===== src/rtl/fifo_param.sv =====
// rtl/fifo_param.sv - parameterised synchronous FIFO with optional first-word-fall-through read
//
// Ports:
//   clk                 rising-edge clock
//   rst                 asynchronous reset, active low
//   push, d_in          write request and data
//   pull, d_out         read/pop request and data
//   full, empty         count == DEPTH, count == 0
//   almost_full         count >= AF_THRESH
//   almost_empty        count <= AE_THRESH
//   count               current occupancy
//   overflow            one-cycle pulse after a rejected push
//   underflow           one-cycle pulse after a rejected pull
module fifo_param #(
   parameter int WIDTH     = 32,
   parameter int DEPTH     = 16,
   parameter int AF_THRESH = DEPTH - 2,
   parameter int AE_THRESH = 2,
   parameter bit FWFT      = 1'b0
) (
   input  logic                         clk,
   input  logic                         rst,
   input  logic                         push,
   input  logic                         pull,
   input  logic [WIDTH-1:0]             d_in,
   output logic [WIDTH-1:0]             d_out,
   output logic                         full,
   output logic                         empty,
   output logic                         almost_full,
   output logic                         almost_empty,
   output logic [$clog2(DEPTH+1)-1:0]   count,
   output logic                         overflow,
   output logic                         underflow
);

   localparam int CW = $clog2(DEPTH + 1);
   localparam int PW = (DEPTH > 1) ? $clog2(DEPTH) : 1;

   if (WIDTH < 1) begin : g_bad_width
      $error("fifo_param: WIDTH must be at least 1");
   end
   if (DEPTH < 2) begin : g_bad_depth
      $error("fifo_param: DEPTH must be at least 2");
   end
   if (AF_THRESH < 1 || AF_THRESH > DEPTH) begin : g_bad_af
      $error("fifo_param: AF_THRESH must be in 1..DEPTH");
   end
   if (AE_THRESH < 0 || AE_THRESH > DEPTH - 1) begin : g_bad_ae
      $error("fifo_param: AE_THRESH must be in 0..DEPTH-1");
   end

   logic [WIDTH-1:0] mem [DEPTH];
   logic [PW-1:0]    rd_ptr;
   logic [PW-1:0]    wr_ptr;
   logic             push_ok;
   logic             pull_ok;

   // Pointers wrap explicitly so DEPTH need not be a power of two.
   function automatic logic [PW-1:0] next_ptr(input logic [PW-1:0] p);
      return (p == PW'(DEPTH - 1)) ? '0 : p + PW'(1);
   endfunction

   // A full FIFO still takes a push when the same cycle pops, since the pop frees the slot.
   assign pull_ok = pull && !empty;
   assign push_ok = push && (!full || pull);

   // Flags decode only the registered count, so they never see push/pull combinationally.
   assign empty        = (count == '0);
   assign full         = (count == CW'(DEPTH));
   assign almost_full  = (count >= CW'(AF_THRESH));
   assign almost_empty = (count <= CW'(AE_THRESH));

   always_ff @(posedge clk or negedge rst) begin
      if (!rst) begin
         rd_ptr    <= '0;
         wr_ptr    <= '0;
         count     <= '0;
         overflow  <= 1'b0;
         underflow <= 1'b0;
      end else begin
         if (push_ok) wr_ptr <= next_ptr(wr_ptr);
         if (pull_ok) rd_ptr <= next_ptr(rd_ptr);
         case ({push_ok, pull_ok})
            2'b10:   count <= count + CW'(1);
            2'b01:   count <= count - CW'(1);
            default: count <= count;
         endcase
         overflow  <= push && !push_ok;
         underflow <= pull && !pull_ok;
      end
   end

   // Storage carries no reset; stale words are unreachable once the pointers clear.
   always_ff @(posedge clk) begin
      if (push_ok) mem[wr_ptr] <= d_in;
   end

   if (FWFT) begin : g_fwft
      assign d_out = empty ? '0 : mem[rd_ptr];
   end else begin : g_std
      always_ff @(posedge clk or negedge rst) begin
         if (!rst)         d_out <= '0;
         else if (pull_ok) d_out <= mem[rd_ptr];
      end
   end

endmodule


===== config.mk =====
export PLATFORM = sky130hd
export DESIGN_NAME = fifo_param
export DESIGN_NICKNAME = d
export VERILOG_FILES = /design/src/rtl/fifo_param.sv
export SDC_FILE = /design/constraint.sdc
export NUM_CORES = 1
export LEC_CHECK = 0
export ABC_CLOCK_PERIOD_IN_PS = 4300
export BUFFER_PORTS_ARGS = -buffer_cell sky130_fd_sc_hd__buf_2
export CORE_ASPECT_RATIO = 1.4
export CORE_MARGIN = 2
export CORE_UTILIZATION = 45
export CTS_BUF_LIST = sky130_fd_sc_hd__clkbuf_2
export CTS_CLUSTER_SIZE = 24
export DETAILED_ROUTE_END_ITERATION = 10
export PLACE_DENSITY = 0.72
export REMOVE_ABC_BUFFERS = 1
export SLEW_MARGIN = 10
export SYNTH_ARGS = -nofsm -noshare
export SYNTH_HDL_FRONTEND = slang
export SYNTH_SLANG_ARGS = --single-unit
export TNS_END_PERCENT = 50

===== constraint.sdc =====
create_clock -name clk -period 4.3 [get_ports clk]
set_input_delay 0.645 -clock clk [delete_from_list [all_inputs] [get_ports clk]]
set_output_delay 0.645 -clock clk [all_outputs]
set_load 0.01 [all_outputs]

# Yosys cells after proc, flatten, opt, wreduce, memory -nomap -nowiden
# Memories as Yosys holds them, arrays and structs flattened. A register that Yosys moved wholly into a read port is not among the register bits.
# Cells that the tools add are included.
dict set report totals {
  latch_bits 0
  reg_bits 15
  output_inout_bits 43
  in_bits 36
  ramBits 512
  mem_count 1
  rom_bits 0
}
dict set report classes {
  n_mul 0
  magnitude_cmp 2
  add_sub_neg 4
  n_bitwise 0
  n_eq_ne 5
  div_mod_pow 0
  muxes 5
  n_reduce_logical 12
  shifts 0
}
# name words width read_ports rd_ports_with_merged_regs wr line_no
set memory_table {}
lappend memory_table {mem 16 32 1 1 1 52} ;# logic [WIDTH-1:0] mem [DEPTH];
# cell n
set ops {}
lappend ops {{$pmux 5 s2} 1}
lappend ops {{$add 4x1->4 const B} 2}
lappend ops {{$eq 4x4->1 const B} 2}
lappend ops {{$mux 4} 2}
lappend ops {{$add 5x1->5 const B} 1}
lappend ops {{$eq 5x5->1 const B} 1}
lappend ops {{$ge 5x4->1 const B} 1}
lappend ops {{$le 5x2->1 const B} 1}
lappend ops {{$logic_not 1->1} 5}
lappend ops {{$logic_not 5->1} 1}
lappend ops {{$sub 5x1->5 const B} 1}
lappend ops {{$logic_and 1x1->1} 4}
lappend ops {{$eq 2x1->1 const B} 1}
lappend ops {{$eq 2x2->1 const B} 1}
lappend ops {{$mux 1} 2}
lappend ops {{$reduce_bool 2->1} 1}
lappend ops {{$logic_or 1x1->1} 1}

# Depth between registers and ports, before layout
dict set report depth {
  ltp_word 6
  depth_mapped 13
  mapped_depth_nobuf 12
}

# Least setup slack after synthesis
# No wires, ideal clock.
dict set report synth_timing {
  kind {register -> register}
  from {register count[1]}
  to {memory mem[0][0] (enable)}
  setup_ns 0.461
  slack_ns 0.521
  t_required_ns 3.839
  n_path_buf 1
  path_stages_with_launch 7
  t_arrival_ns 3.318
  cell_sequence {dfrtp_1 nor4_1 nand2_1 o21a_1 buf_2 nand2_1 nor3_1}
}
dict set report synth_between {
  elab_chain_cells 6
}
# element line_no
set synth_lines {}
lappend synth_lines {{start: declaration} 31} ;# output logic [$clog2(DEPTH+1)-1:0] count,
lappend synth_lines {{start signal: assignment} 84} ;# 2'b10: count <= count + CW'(1);
lappend synth_lines {{start signal: assignment} 85} ;# 2'b01: count <= count - CW'(1);
lappend synth_lines {{start signal: assignment} 86} ;# default: count <= count;
lappend synth_lines {{$eq 5x5->1} 69} ;# assign full = (count == CW'(DEPTH));
lappend synth_lines {{$logic_not 1->1} 65} ;# assign push_ok = push && (!full || pull);
lappend synth_lines {{$logic_or 1x1->1} 65}
lappend synth_lines {{$logic_and 1x1->1} 65}
lappend synth_lines {{$mux 1} 95} ;# if (push_ok) mem[wr_ptr] <= d_in;
lappend synth_lines {{$mux 1 (implied by the code)} 95}
lappend synth_lines {{end: declaration} 52}
# Every way passes these cells.

# Final worst setup path
dict set report layout_timing {
  from {register count[1]}
  to {register count[4]}
}
dict set report layout_between {
  elab_chain_cells 6
}
# element line_no
set layout_lines {}
lappend layout_lines {{$eq 5x5->1} 69}
lappend layout_lines {{$logic_not 1->1} 65}
lappend layout_lines {{$logic_or 1x1->1} 65}
lappend layout_lines {{$logic_and 1x1->1} 65}
lappend layout_lines {{$eq 2x1->1 / $eq 2x2->1 (equally long branches)} 83} ;# case ({push_ok, pull_ok})
lappend layout_lines {{$pmux 5 s2 / $reduce_bool 2->1 (equally long branches)} -}
# Parallel ways exist; a longest one is shown, timed or not.
# A chain may end at the register's enable or synchronous reset.

==> run metrics <==
status=finished, final reports clean; Sw Ratio=between 30 and 40%; combinational power share=28.9%; final hold violations=0; width of the die=188 um; Synth area leader=edfxtp_1; Worst Path Required=5.26 ns; maximum VDD drop=0.547 mV; dpl hpwl=23600 um; clk slew on worst S/H paths=0.12 ns; final instance area=0.0240 sq mm; Post-synth ARST share=between 8 and 9%; slowest stage delay, CP=0.50 ns; Clock power frac=21.4%; Worst Reg2Reg Path Length in Cells=12; Cell Area, Synth=0.0213 sq mm; most common cell in the netlist=edfxtp_1; Worst Setup EP=count[4]; Clk Latency, worst-skew pair=1.08 ns; total of max-cap violations=0; switching power=roughly 4.7 mW; routed len/inst=22.4 um; vias in the first global route=11800; H-tree lvl count=3; Pint=9.38 mW; r2r startpoint=count[1]; sequential share of power=49.7%; CP Launch Type=register; crit path from=count[1]; unique cell type count in the Yosys netlist=39; Slew Limit Headroom=around 28%; max frequency=around 320 MHz; num ports=79; clock tree from TritonCTS=done; clk root buf=clkbuf_2; Worst Path Arrival=4.12 ns; post-route setup TNS=0 ns; worst slew pin tran=1.08 ns; Crit Path Class=reg -> reg; top cell type's share of synthesized area=72.2%; max-slew violations=0; busiest grt layer=met2; clk buf depth=3; initial antenna violation count=3; Ys Warns=0; DRT Wirelength=45400 um; Routed Antenna Nets=0; port bufs=78; share of the yosys chip area belonging to registers=77.7%; flops & latches, synth=about 560; Final nets=1346; Die ar.=approximately 0.049 sq mm; synthesis-to-layout area growth=12.6%; vias=11100; Pwr Density=585 mW/mm^2; Crit. path cell count=12; Post-Syn Instances=between 1000 and 1500; crit path max fanout=11; # setup viols final=0; routed vias/inst=~5.5; reg2reg setup slack=1.14 ns; Post-synth top cells=edfxtp_1, mux2i_1, nor2_1; main combinational cell family by area after synthesis=multiplexers; family with the most delay on the worst path=simple AND/OR/NAND/NOR gates; Synth Area in Adders=0.623%; Die Y=261 um; Simple-Gate Fraction of Synth Area=2.34%; initial core utilization=between 40 and 50%; grt ovf=0; dpl cell area=roughly 0.023 sq mm; grt met2 use=33.8%; Crit. End Element=register; GR Util met3=3.50%; Worst Skew=around 0.056 ns; syn_area_per_cell=a little under 20 sq um; post-CTS setup buffer count=0; core area=0.0469 sq mm; largest net degree at the start of global routing=133; Pre-antenna DRT Iters=5; clock sinks=559; total CTS buffers=roughly 120; ys flop type=edfxtp_1; gpl congestion=0.731; xor/xnor share of the synthesized area=less than 1%; CP Buf/Inv Count=2; met1 GRT Util=22.1%; Static Leakage=8.33 nW; post-synthesis mux area share=about an eighth; Crit Reg-Reg Endpoint=count[4]; layout cells sized above 1=around 28%; HP Class=in -> reg; GRT Util Overall=18.8%; drt drc=0; unrepaired setup endpoints after global routing=false; Row Count=94; Worst path most repeated cell=inv_1; slowest CP cell=dfrtp_1; Tcrit/Tclk final=73.4%; DR iter-0 viols=897; Final Core Density=51.1%; FILL cells=3768; Final min period=roughly 3.2 ns; first-pass GRT wire length=~68000 um; EDFF count, synth=slightly above 500; critical-path cell list=nor4_1 > nand2_1 > o21a_1 > inv_1 > ha_1 > inv_1 > fa_1 > nor2b_1 > o21ai_0 > nand3_1 > or3b_2 > xnor2_1; synth top area cells=edfxtp_1, mux4_2, mux2i_1, dfrtp_1, o22ai_1; post-synthesis compound-gate area fraction=4.46%
-- per-layer routing --
metal,routed length (um),vias to the layer above
li1,-,4919
met1,16900,5713
met2,24500,410
met3,2920,75
met4,1070,0
met5,0,-
-- cell usage in the layout, fill, tap and decap left out, types with 9 or more instances in the layout --
master         instances
edfxtp_1             512
clkbuf_2             172
mux2i_1              128
buf_2                 78
mux4_2                64
o22ai_1               64
nor2_1                64
dfrtp_1               44
dlygate4sd3_1         35
clkinv_1              34
a31oi_1               33
a22oi_1               32
buf_4                 29
nor2_4                13
nand2_1               12
clkinv_2              11
ha_1                   9
-- power groups by stage --
| stage | clock [mW] | sequential, mW | combinational, mW |
|---|---|---|---|
| after global placement | 0 | 7.06 | 4.00 |
| final | 3.01 | 6.97 | 4.06 |
| after CTS | 3.10 | 6.98 | 4.11 |
| after detailed placement | 0 | 7.10 | 4.07 |
| after floorplan | 0 | 7.45 | 2.51 |
| after global routing | 3.35 | 7.03 | 4.37 |
-- timing repair --
item / in CTS / in global routing
gates resized for setup: 0 / 0
hold buffers: 35 / 0
hold endpoints to repair: 541 / 0
-- stage by stage --
| step | instances | hold WS, ns | worst slack, ns | total power, mW |
|---|---|---|---|---|
| floorplan | 1036 | 0.349 | -3.21 | 9.95 |
| finish | 2028 | 0.132 | 1.14 | 14.0 |
| detailed placement | 1770 | 0.546 | 1.13 | 11.2 |
| CTS | 2025 | 0.0300 | 1.11 | 14.2 |
| global placement | 1770 | 0.531 | 1.21 | 11.1 |
| global route | 2028 | 0.108 | 0.858 | 14.8 |
-- logic make-up after synthesis --
group / Yosys count
fa+ha+maj: 10
mux: 194
buf+inv: 71
compound gates: 145
simple gates: 114
xor+xnor: 6
flops: 559
-- how the worst min path moves through the flow --
stage	start	endpoint	slack, ns	depth (start not counted)
finish	push	wr_ptr[1]	0.13	3
floorplan	rst	count[0]	0.35	0
global route	push	wr_ptr[1]	0.11	4
detailed placement	d_out[15]	d_out[15]	0.55	2
CTS	push	wr_ptr[1]	0.03	4
global placement	count[4]	count[4]	0.53	1
-- layout make-up --
class                   count  area [sq um]  area share, %
diodes                      3          7.51         0.0313
clock buffers             172           861           3.59
clock inverters            48           201          0.840
inverters                   8          30.0          0.125
multi-input cells         469          4520           18.8
flip-flops and latches    559         16600           69.1
well taps                 624           781           3.26
repair buffers            145          1020           4.25
-- flip-flops by register name, summed over array words and instances (netlist names) --
register and flops:
mem 512, d_out 32, count 5, rd_ptr 4
wr_ptr 4, overflow 1, underflow 1
-- worst reg2reg max path: stages (launching register included) --
cell,delay (ns)
dfrtp_1,0.50
nor4_1,0.34
nand2_1,0.14
o21a_1,0.31
inv_1,0.10
ha_1,0.22
inv_1,0.10
fa_1,0.41
nor2b_1,0.13
o21ai_0,0.12
nand3_1,0.11
or3b_2,0.45
xnor2_1,0.13
Note: power is estimated with default switching activity, not from simulation.
